`config.mk`:
```
export PLATFORM = sky130hd
export DESIGN_NAME = instruction_issue_unit_flat
export DESIGN_NICKNAME = d
export VERILOG_FILES = /design/src/rtl/instruction_issue_unit_if.sv /design/src/rtl/instruction_issue_unit.sv /design/src/flat_wrapper.sv
export SDC_FILE = /design/constraint.sdc
export NUM_CORES = 1
export LEC_CHECK = 0
export ABC_AREA = 1
export BUFFER_PORTS_ARGS = -buffer_cell sky130_fd_sc_hd__buf_2
export CORE_UTILIZATION = 40
export CTS_CLUSTER_DIAMETER = 80
export DETAILED_ROUTE_END_ITERATION = 8
export PLACE_DENSITY_LB_ADDON = 0.08
export SYNTH_ARGS = -nofsm -noshare
export SYNTH_HDL_FRONTEND = slang
export SYNTH_SLANG_ARGS = --single-unit
```
`constraint.sdc`:
```
create_clock -name clk -period 1.3 [get_ports clk]
set_input_delay 0.13 -clock clk [delete_from_list [all_inputs] [get_ports clk]]
set_output_delay 0.13 -clock clk [all_outputs]
set_load 0.02 [all_outputs]
```
`src/rtl/instruction_issue_unit_if.sv`:
```
// Instruction-fetch and data-memory handshake bundle of the issue unit.
// The master side sits in the issue unit; the memories or the bench take the slave side.
interface instruction_issue_unit_if #(
    parameter int PC_WIDTH = 16
);
    logic                imem_req;
    logic [PC_WIDTH-1:0] imem_addr;
    logic                imem_ack;
    logic [15:0]         imem_rdata;
    logic                dmem_req;
    logic                dmem_ack;

    modport master (
        output imem_req,
        output imem_addr,
        input  imem_ack,
        input  imem_rdata,
        output dmem_req,
        input  dmem_ack
    );

    modport slave (
        input  imem_req,
        input  imem_addr,
        output imem_ack,
        output imem_rdata,
        input  dmem_req,
        output dmem_ack
    );
endinterface

```
`src/rtl/instruction_issue_unit.sv`:
```
// Front end of the 16-bit core: fetches into the instruction register, steps the five
// execution phases, and resolves branches from the decoder's PC_load and the SZCV flags.
//
// state | meaning
// IDLE  | waiting for run, no requests
// FETCH | P1, imem_req high until imem_ack, then latch COMMAND and increment pc
// DEC   | P2, detect HLT
// EXE   | P3, single cycle
// MEM   | P4, LD/ST hold dmem_req until dmem_ack, other opcodes pass through
// WB    | P5, branch resolution, then FETCH or IDLE depending on run
// HALT  | halted high, leaves only on a rising edge of run
module instruction_issue_unit #(
    parameter int                  PC_WIDTH = 16,
    parameter logic [PC_WIDTH-1:0] RESET_PC = '0
) (
    input  logic                          clk,
    input  logic                          rst_n,
    input  logic                          run,
    instruction_issue_unit_if.master      bus,
    output logic [15:0]                   COMMAND,
    output logic [4:0]                    phase,
    output logic [PC_WIDTH-1:0]           pc,
    input  logic                          PC_load,
    input  logic [3:0]                    SZCV,
    input  logic [PC_WIDTH-1:0]           branch_target,
    output logic                          halted
);

    typedef enum logic [2:0] {
        ST_IDLE  = 3'd0,
        ST_FETCH = 3'd1,
        ST_DEC   = 3'd2,
        ST_EXE   = 3'd3,
        ST_MEM   = 3'd4,
        ST_WB    = 3'd5,
        ST_HALT  = 3'd6
    } state_t;

    localparam logic [4:0] PH_NONE = 5'b00000;
    localparam logic [4:0] PH_P1   = 5'b00001;
    localparam logic [4:0] PH_P2   = 5'b00010;
    localparam logic [4:0] PH_P3   = 5'b00100;
    localparam logic [4:0] PH_P4   = 5'b01000;
    localparam logic [4:0] PH_P5   = 5'b10000;

    localparam logic [PC_WIDTH-1:0] PC_ONE = {{(PC_WIDTH-1){1'b0}}, 1'b1};

    state_t              state_q, state_d;
    logic [PC_WIDTH-1:0] pc_q, pc_d;
    logic [15:0]         cmd_q, cmd_d;
    logic [4:0]          phase_q, phase_d;
    logic                imem_req_q, imem_req_d;
    logic                dmem_req_q, dmem_req_d;
    logic                halted_q, halted_d;
    logic                run_q, run_d;

    logic flag_s, flag_z, flag_v;
    logic unused_flag_c;
    logic is_hlt, is_ldst, is_b, is_bcond, cond_met, branch_taken;

    assign flag_s        = SZCV[3];
    assign flag_z        = SZCV[2];
    assign unused_flag_c = SZCV[1];
    assign flag_v        = SZCV[0];

    // Opcode classes are taken from the instruction register, which is stable after FETCH.
    assign is_hlt    = (cmd_q[15:14] == 2'b11) && (cmd_q[7:4] == 4'b1111);
    assign is_ldst   = (cmd_q[15:14] == 2'b00) || (cmd_q[15:14] == 2'b01);
    assign is_b      = (cmd_q[15:11] == 5'b10100);
    assign is_bcond  = (cmd_q[15:11] == 5'b10111);

    always_comb begin
        cond_met = 1'b0;
        case (cmd_q[10:8])
            3'b000:  cond_met = flag_z;
            3'b001:  cond_met = flag_s ^ flag_v;
            3'b010:  cond_met = flag_z | (flag_s ^ flag_v);
            3'b011:  cond_met = ~flag_z;
            default: cond_met = 1'b0;
        endcase
    end

    assign branch_taken = PC_load && (is_b || (is_bcond && cond_met));

    always_comb begin
        state_d = state_q;
        pc_d    = pc_q;
        cmd_d   = cmd_q;
        run_d   = run;

        case (state_q)
            ST_IDLE: begin
                if (run) state_d = ST_FETCH;
            end
            ST_FETCH: begin
                if (bus.imem_ack && imem_req_q) begin
                    cmd_d   = bus.imem_rdata;
                    pc_d    = pc_q + PC_ONE;
                    state_d = ST_DEC;
                end
            end
            ST_DEC: begin
                state_d = is_hlt ? ST_HALT : ST_EXE;
            end
            ST_EXE: begin
                state_d = ST_MEM;
            end
            ST_MEM: begin
                if (!is_ldst || (bus.dmem_ack && dmem_req_q)) state_d = ST_WB;
            end
            ST_WB: begin
                // pc was already incremented in FETCH; a taken branch simply overwrites it.
                if (branch_taken) pc_d = branch_target;
                state_d = run ? ST_FETCH : ST_IDLE;
            end
            ST_HALT: begin
                if (run && !run_q) state_d = ST_FETCH;
            end
            default: begin
                state_d = ST_IDLE;
            end
        endcase
    end

    // Outputs are decoded from the next state so they come straight from flops.
    always_comb begin
        phase_d    = PH_NONE;
        imem_req_d = 1'b0;
        dmem_req_d = 1'b0;
        halted_d   = 1'b0;
        case (state_d)
            ST_FETCH: begin
                phase_d    = PH_P1;
                imem_req_d = 1'b1;
            end
            ST_DEC:  phase_d = PH_P2;
            ST_EXE:  phase_d = PH_P3;
            ST_MEM: begin
                phase_d    = PH_P4;
                dmem_req_d = is_ldst;
            end
            ST_WB:   phase_d = PH_P5;
            ST_HALT: halted_d = 1'b1;
            default: phase_d = PH_NONE;
        endcase
    end

    always_ff @(posedge clk or negedge rst_n) begin
        if (!rst_n) begin
            state_q    <= ST_IDLE;
            pc_q       <= RESET_PC;
            cmd_q      <= 16'h0000;
            phase_q    <= PH_NONE;
            imem_req_q <= 1'b0;
            dmem_req_q <= 1'b0;
            halted_q   <= 1'b0;
            run_q      <= 1'b0;
        end else begin
            state_q    <= state_d;
            pc_q       <= pc_d;
            cmd_q      <= cmd_d;
            phase_q    <= phase_d;
            imem_req_q <= imem_req_d;
            dmem_req_q <= dmem_req_d;
            halted_q   <= halted_d;
            run_q      <= run_d;
        end
    end

    assign bus.imem_req  = imem_req_q;
    assign bus.imem_addr = pc_q;
    assign bus.dmem_req  = dmem_req_q;
    assign COMMAND       = cmd_q;
    assign phase         = phase_q;
    assign pc            = pc_q;
    assign halted        = halted_q;

endmodule

```
`src/flat_wrapper.sv`:
```
// flat-port wrapper written by rule: the top's interface ports become plain ports
module instruction_issue_unit_flat 
#(
    parameter int                  PC_WIDTH = 16,
    parameter logic [PC_WIDTH-1:0] RESET_PC = '0
)
  (clk, rst_n, run, COMMAND, phase, pc, PC_load, SZCV, branch_target, halted, bus_imem_req, bus_imem_addr, bus_imem_ack, bus_imem_rdata, bus_dmem_req, bus_dmem_ack);
  instruction_issue_unit_if #(.PC_WIDTH(PC_WIDTH)) bus_i ();
  input  logic clk;
  input  logic rst_n;
  input  logic run;
  output logic [15:0] COMMAND;
  output logic [4:0] phase;
  output logic [PC_WIDTH-1:0] pc;
  input  logic PC_load;
  input  logic [3:0] SZCV;
  input  logic [PC_WIDTH-1:0] branch_target;
  output logic halted;
  output wire logic [$bits(bus_i.imem_req)-1:0] bus_imem_req;
  output wire logic [$bits(bus_i.imem_addr)-1:0] bus_imem_addr;
  input wire logic [$bits(bus_i.imem_ack)-1:0] bus_imem_ack;
  input wire logic [$bits(bus_i.imem_rdata)-1:0] bus_imem_rdata;
  output wire logic [$bits(bus_i.dmem_req)-1:0] bus_dmem_req;
  input wire logic [$bits(bus_i.dmem_ack)-1:0] bus_dmem_ack;
  assign bus_imem_req = bus_i.imem_req;
  assign bus_imem_addr = bus_i.imem_addr;
  assign bus_i.imem_ack = bus_imem_ack;
  assign bus_i.imem_rdata = bus_imem_rdata;
  assign bus_dmem_req = bus_i.dmem_req;
  assign bus_i.dmem_ack = bus_dmem_ack;
  instruction_issue_unit #(.PC_WIDTH(PC_WIDTH), .RESET_PC(RESET_PC)) u_core (.clk(clk), .rst_n(rst_n), .run(run), .bus(bus_i), .COMMAND(COMMAND), .phase(phase), .pc(pc), .PC_load(PC_load), .SZCV(SZCV), .branch_target(branch_target), .halted(halted));
endmodule
```
==> results of run 1 <==
-- worst min-delay path by stage --
stage	to	slack, ns	depth (start not counted)
6_report	u_core.COMMAND[5]$_DFFE_PN0P_	0.03	3
5_1_grt	u_core.COMMAND[8]$_DFFE_PN0P_	0.03	3
4_1_cts	u_core.COMMAND[0]$_DFFE_PN0P_	0.03	3
3_5_place_dp	u_core.bus.imem_addr[3]$_DFFE_PN0P_	0.05	1
3_3_place_gp	u_core.bus.imem_addr[3]$_DFFE_PN0P_	0.04	1
2_1_floorplan	u_core.COMMAND[0]$_DFFE_PN0P_	-0.17	0
-- metal layers --
metal  up-vias  wire length (um)  track usage [%]
li1       1347                 -                -
met1      1192              2877            25.27
met2        73              3287            37.09
met3        12               350            5.568
met4         2               114            9.107
met5         -                17                0
-- sequential cells by signal (all words and copies together), names as in the netlist --
name and count:
u_core.bus.dmem_req 1, u_core.COMMAND 16, u_core.halted 1, u_core.bus.imem_addr 16, u_core.run_q 1, u_core.phase 4
u_core.bus.imem_req 1, u_core.state_q 3
-- synth_stat cells --
master	instances
clkbuf_1	4
or2_2	4
a21oi_1	5
buf_6	2
o211ai_1	1
nand3_1	31
inv_2	2
nand3_2	2
buf_2	1
dfrtp_1	43
or3_1	1
buf_4	17
nand2_1	144
nor3_1	2
nand4_1	6
inv_1	29
o21bai_1	3
a21oi_4	1
ha_1	1
o21ai_0	18
o21ai_1	2
nor2_4	2
nor2_1	24
-- critical path: cells and delay by family (launching register included) --
family,cells,cell delay (ns)
flops,1,0.43
compound gates,2,0.21
buf+inv,2,0.27
simple gates,4,0.42
-- through the flow --
step / util [%] / setup WS, ns
after floorplan: - / -0.04880
after global placement: 55.62 / -0.2047
after detailed placement: 55.62 / -0.2230
after CTS: 58.58 / -0.09936
after global routing: 62.05 / -0.2281
final: 62.05 / -0.09948
-- timing repair --
action	CTS	global route
hold endpoints to repair	12	0
gates cloned	1	2
pin swaps	1	5
setup buffers	0	4
endpoints found under the setup margin	33	35
hold buffers	2	0
gates resized for setup	8	44
-- where the power goes --
part | internal [mW] | switching (mW)
Clock | 0.622 | 0.482
Sequential | 1.91 | 0.476
Combinational | 2.02 | 2.83
-- cell families after synthesis --
logic type | Yosys count | synth area share [%]
DFF | 43 | 43.86
and+or+nand+nor | 216 | 36.97
AOI/OAI and AO/OA | 30 | 6.986
buffers and inverters | 55 | 11.68
adders and majority gates | 1 | 0.5099
-- cell type report --
type | count | area (um^2)
fill | 550 | 2247
multi-input combinational | 247 | 1257
sequential | 43 | 1092
timing repair buffer | 152 | 979.7
inverter | 31 | 125.1
tap | 75 | 93.84
clock buffer | 6 | 82.58
clock inverter | 2 | 35.03
timing repair inverter | 1 | 7.507
==> reports/metrics.yaml, run 1 <==
area_growth_pct: 49.72
cp_max_fo: 23
n_antenna_cell: 0
hold_class: "in -> reg"
drt-total-wl_um: 6647
wl_per_cell_um: 11.93
routabilityCongestion: 0.7961
setup_viol_count_final: 28
dieWidth_um: 80.32
tns_ns: -1.934
peakVddDrop_mv: 1.105
track_usage_pct: 21.55
grt_pass1_wl_um: 10680
vias: 2626
synth_seq_cells: 43
ff2ff_path_depth: 8
fin_crit_sh_pct: 107.7
powerDensity_nw_per_um2: 2271
cts_buffers: 5
violations: "setup timing"
netlist_instances: 345
drt_iter0_markers: 119
hpwlAfterDp_um: 4960
clkLatencyLatePin_ns: 0.29
drive_above_1_share_pct: 45.64
yosysSeqAreaShare_pct: 43.86
fp.dieH_um: 80.32
grt_max_degree: 33
syn_area_um2: 2454
p_leak_nw: 1.983
slowest_delay_ns: 0.43
reg2reg_to: "u_core.bus.imem_addr[6]$_DFFE_PN0P_"
cts_root_buf: "clkbuf_8"
syn_area_per_cell_um2: 7.112
first_global_vias: 2432
finClkSkew_ns: 0.005463
hold_start: "bus_imem_rdata[5]"
antenna_found_initial: 1
cts_sinks: 43
die-area_um2: 6451
cts_tree: "yes"
critPathSlowestCell: "dfrtp_1"
ant_nets: 0
fp-row-count: 28
tightest_slew_ns: 0.4305
ys_warn_count: 0
rsz0062_at_grt: "yes"
io_buffers: 96
critPathCapture: "u_core.bus.imem_addr[6]$_DFFE_PN0P_"
floorplan.initialDensity_pct: 41.44
mostFrequentLayoutCells: "nand2_1 (131), buf_2 (96), buf_4 (45)"
clkSlewWorstSetupHoldPaths_ns: 0.09
critPathCaptureType: "flip-flop"
synth_top_cell_area_share_pct: 43.86
path_cells: "inv_2 > nand3_4 > nor2_4 > nor2_2 > a21oi_4 > buf_12 > nand2_1 > o21ai_1"
synth_fp_nets: 388
fin_area_um2: 3674
setup_ws_ns: -0.09948
core_area_um2: 5921
cts_max_path_buffers: 2
slew_headroom_pct: 71.30
status: "finished, violations left"
dp.cells: 540
io_pins: 98
drv_cap: 0
instances_no_fill: 557
fmax_mhz: 714.6
r2r_slack_ns: -0.1
yosys.area.top_type: "dfrtp_1"
firstDrtPassIters: 6
routed_via_density: 4.715
htree_levels: 2
synthTopCellsByArea: "dfrtp_1 (44%), nand2_1 (22%), nand3_1 (6.3%)"
holdWs_ns: 0.03090
final_common_cell: "nand2_1"
overflow: 0
slew_viol_final: 0
crit_path_start_kind: "flip-flop"
critPathArrivalTime_ns: 1.62
path_class: "reg -> reg"
p_total_mw: 8.342
period_needed_ns: 1.399
drc: 0
place_area_um2: 3293
r2r-start: "u_core.state_q[2]$_DFF_PN0_"
final_hold_viol_count: 0
yosysUniqueCellTypes: 23
startpoint: "u_core.state_q[2]$_DFF_PN0_"
required_ns: 1.52
nets: 524
Note: power is estimated with default switching activity, not from simulation.
==> run 2: changes to the inputs <==
--- a/config.mk
+++ b/config.mk
@@ -7,6 +7,7 @@
 export LEC_CHECK = 0
 export ABC_AREA = 1
 export BUFFER_PORTS_ARGS = -buffer_cell sky130_fd_sc_hd__buf_2
+export CAP_MARGIN = 20
 export CORE_UTILIZATION = 40
 export CTS_CLUSTER_DIAMETER = 80
 export DETAILED_ROUTE_END_ITERATION = 8
==> constraint.sdc (replaced) <==
create_clock -name clk -period 1.3 [get_ports clk]
set_input_delay 0.13 -clock clk [delete_from_list [all_inputs] [get_ports clk]]
set_output_delay 0.13 -clock clk [all_outputs]
set_load 0.005 [all_outputs]
==> run 2 against run 1 <==
Net effect:
- global-route usage fell by 0.50 points
- design area shrank 1.9%
- clock power decreased by 6%
- sequential share of layout area is 0.15 points higher
- non-clock buffer count grew 1
- maximum frequency grew 1.4%
- critical endpoint is now u_core.bus.imem_addr[0]$_DFFE_PN0P_
- the flow still finishes with violations (setup timing)
- die area stayed put
- count of clock-buffer cells in the layout is 1 lower
- first-iteration DRC count fell by 9.2%
- utilization shrank 1.2 points
==> reports/metrics.yaml, run 2 (synthesis gave the netlist of run 1 again) <==
mostFrequentLayoutCells: "nand2_1 (137), buf_2 (96), buf_4 (47)"
fp-row-count: 28
wl_per_cell_um: 11.77
path_delay_family: "flip-flops"
dieWidth_um: 80.32
cp_max_fo: 23
cpMostUsedCell: "buf_12"
cts_sinks: 43
overflow: 0
fp.dieH_um: 80.32
antenna_found_initial: 0
rsz0062_at_grt: "yes"
crit_path_start_kind: "flip-flop"
firstDrtPassIters: 4
drive_above_1_share_pct: 41.29
fin_area_um2: 3605
routed_via_density: 4.646
cts_root_buf: "clkbuf_8"
clkSlewWorstSetupHoldPaths_ns: 0.08
finClkSkew_ns: 0.005221
critPathSlowestCell: "dfrtp_1"
htree_levels: 2
path_buf_inv: 3
required_ns: 1.51
path_cells: "inv_2 > nand3_4 > nor2_4 > buf_12 > nor2_2 > a21oi_4 > buf_12 > nand2_1 > o21ai_0"
final_common_cell: "nand2_1"
n_antenna_cell: 0
hpwlAfterDp_um: 4628
die-area_um2: 6451
drt_iter0_markers: 108
cts_buffers: 5
grt_max_degree: 44
cts_max_path_buffers: 2
violations: "setup timing"
critPathArrivalTime_ns: 1.59
tns_ns: -0.8728
slew_headroom_pct: 81.67
fin_crit_sh_pct: 106.1
powerDensity_nw_per_um2: 2035
status: "finished, violations left"
drc: 0
tightest_slew_ns: 0.2739
vias: 2588
path_class: "reg -> reg"
setup_ws_ns: -0.07980
cts_tree: "yes"
final_hold_viol_count: 0
place_area_um2: 3248
num-fill-cells: 589
clkLatencyLatePin_ns: 0.29
floorplan.initialDensity_pct: 41.44
hold_class: "in -> reg"
area_growth_pct: 46.91
pre_cts_ws_ns: -0.09619
instances_no_fill: 557
nets: 525
io_pins: 98
critPathCaptureType: "flip-flop"
core_area_um2: 5921
p_leak_nw: 1.972
period_needed_ns: 1.380
drv_cap: 0
setup_viol_count_final: 18
fmax_mhz: 724.7
dp.cells: 539
grt_pass1_wl_um: 10490
ant_nets: 0
drt-total-wl_um: 6554
routabilityCongestion: 0.8304
first_global_vias: 2436
slew_viol_final: 0
track_usage_pct: 21.05
slowest_delay_ns: 0.41
io_buffers: 96
peakVddDrop_mv: 1.003
==> run 2: per-stage QoR <==
stage | total power [mW] | utilization (%) | hold WS, ns
after global placement | 5.729 | 54.86 | 0.1267
after CTS | 7.057 | 58.52 | 0.02129
after floorplan | 4.240 | - | -0.1656
after detailed placement | 5.796 | 54.86 | 0.1294
after global routing | 7.999 | 60.88 | 0.03138
final | 7.335 | 60.88 | 0.02960
==> run 2: where the power goes <==
| part | switching [mW] | internal (mW) |
|---|---|---|
| Combinational | 1.97 | 1.99 |
| Clock | 0.467 | 0.562 |
| Sequential | 0.470 | 1.88 |
==> run 2: layout make-up <==
| cell class | instances | area, um^2 | share of cell area [%] |
|---|---|---|---|
| multi-input combinational | 247 | 1227 | 34.05 |
| sequential | 43 | 1077 | 29.89 |
| timing repair buffer | 153 | 969.7 | 26.90 |
| inverter | 31 | 122.6 | 3.402 |
| tap | 75 | 93.84 | 2.603 |
| clock buffer | 5 | 68.82 | 1.909 |
| clock inverter | 2 | 37.54 | 1.041 |
| timing repair inverter | 1 | 7.507 | 0.2083 |
==> run 2: final timing paths <==
path                                          startpoint                                  end  slack (ns)  depth (start not counted)
max                          u_core.state_q[2]$_DFF_PN0_  u_core.bus.imem_addr[0]$_DFFE_PN0P_       -0.08                          9
min                                    bus_imem_rdata[1]        u_core.COMMAND[1]$_DFFE_PN0P_        0.03                          3
max reg2reg                  u_core.state_q[2]$_DFF_PN0_  u_core.bus.imem_addr[0]$_DFFE_PN0P_       -0.08                          9
min reg2reg                u_core.COMMAND[2]$_DFFE_PN0P_        u_core.COMMAND[2]$_DFFE_PN0P_        0.47                          2
max in group asynchronous                          rst_n          u_core.state_q[0]$_DFF_PN0_        0.75                          3
min in group asynchronous                          rst_n  u_core.bus.imem_addr[5]$_DFFE_PN0P_        0.33                          3
==> run 2: worst min-delay path, cell delays in order <==
cell and delay (ns):
buf_2 0.07, nand2_1 0.04, nand2_1 0.05
==> run 2: per-layer routing <==
layer  track usage (%)  vias up  part of all wire [%]
li1                  -     1341                     -
met1             24.00     1169                    44
met2             38.89       68                    50
met3             4.659       10                   4.8
met4             6.250        0                   1.3
met5                 0        -                     0
==> run 2: what timing repair did <==
action | CTS | global route
hold buffers | 2 | 0
hold endpoints to repair | 44 | 0
pin swaps | 8 | 5
gates resized for setup | 18 | 30
setup endpoints to repair | 32 | 37
setup buffers | 4 | 3
gates cloned | 2 | 1
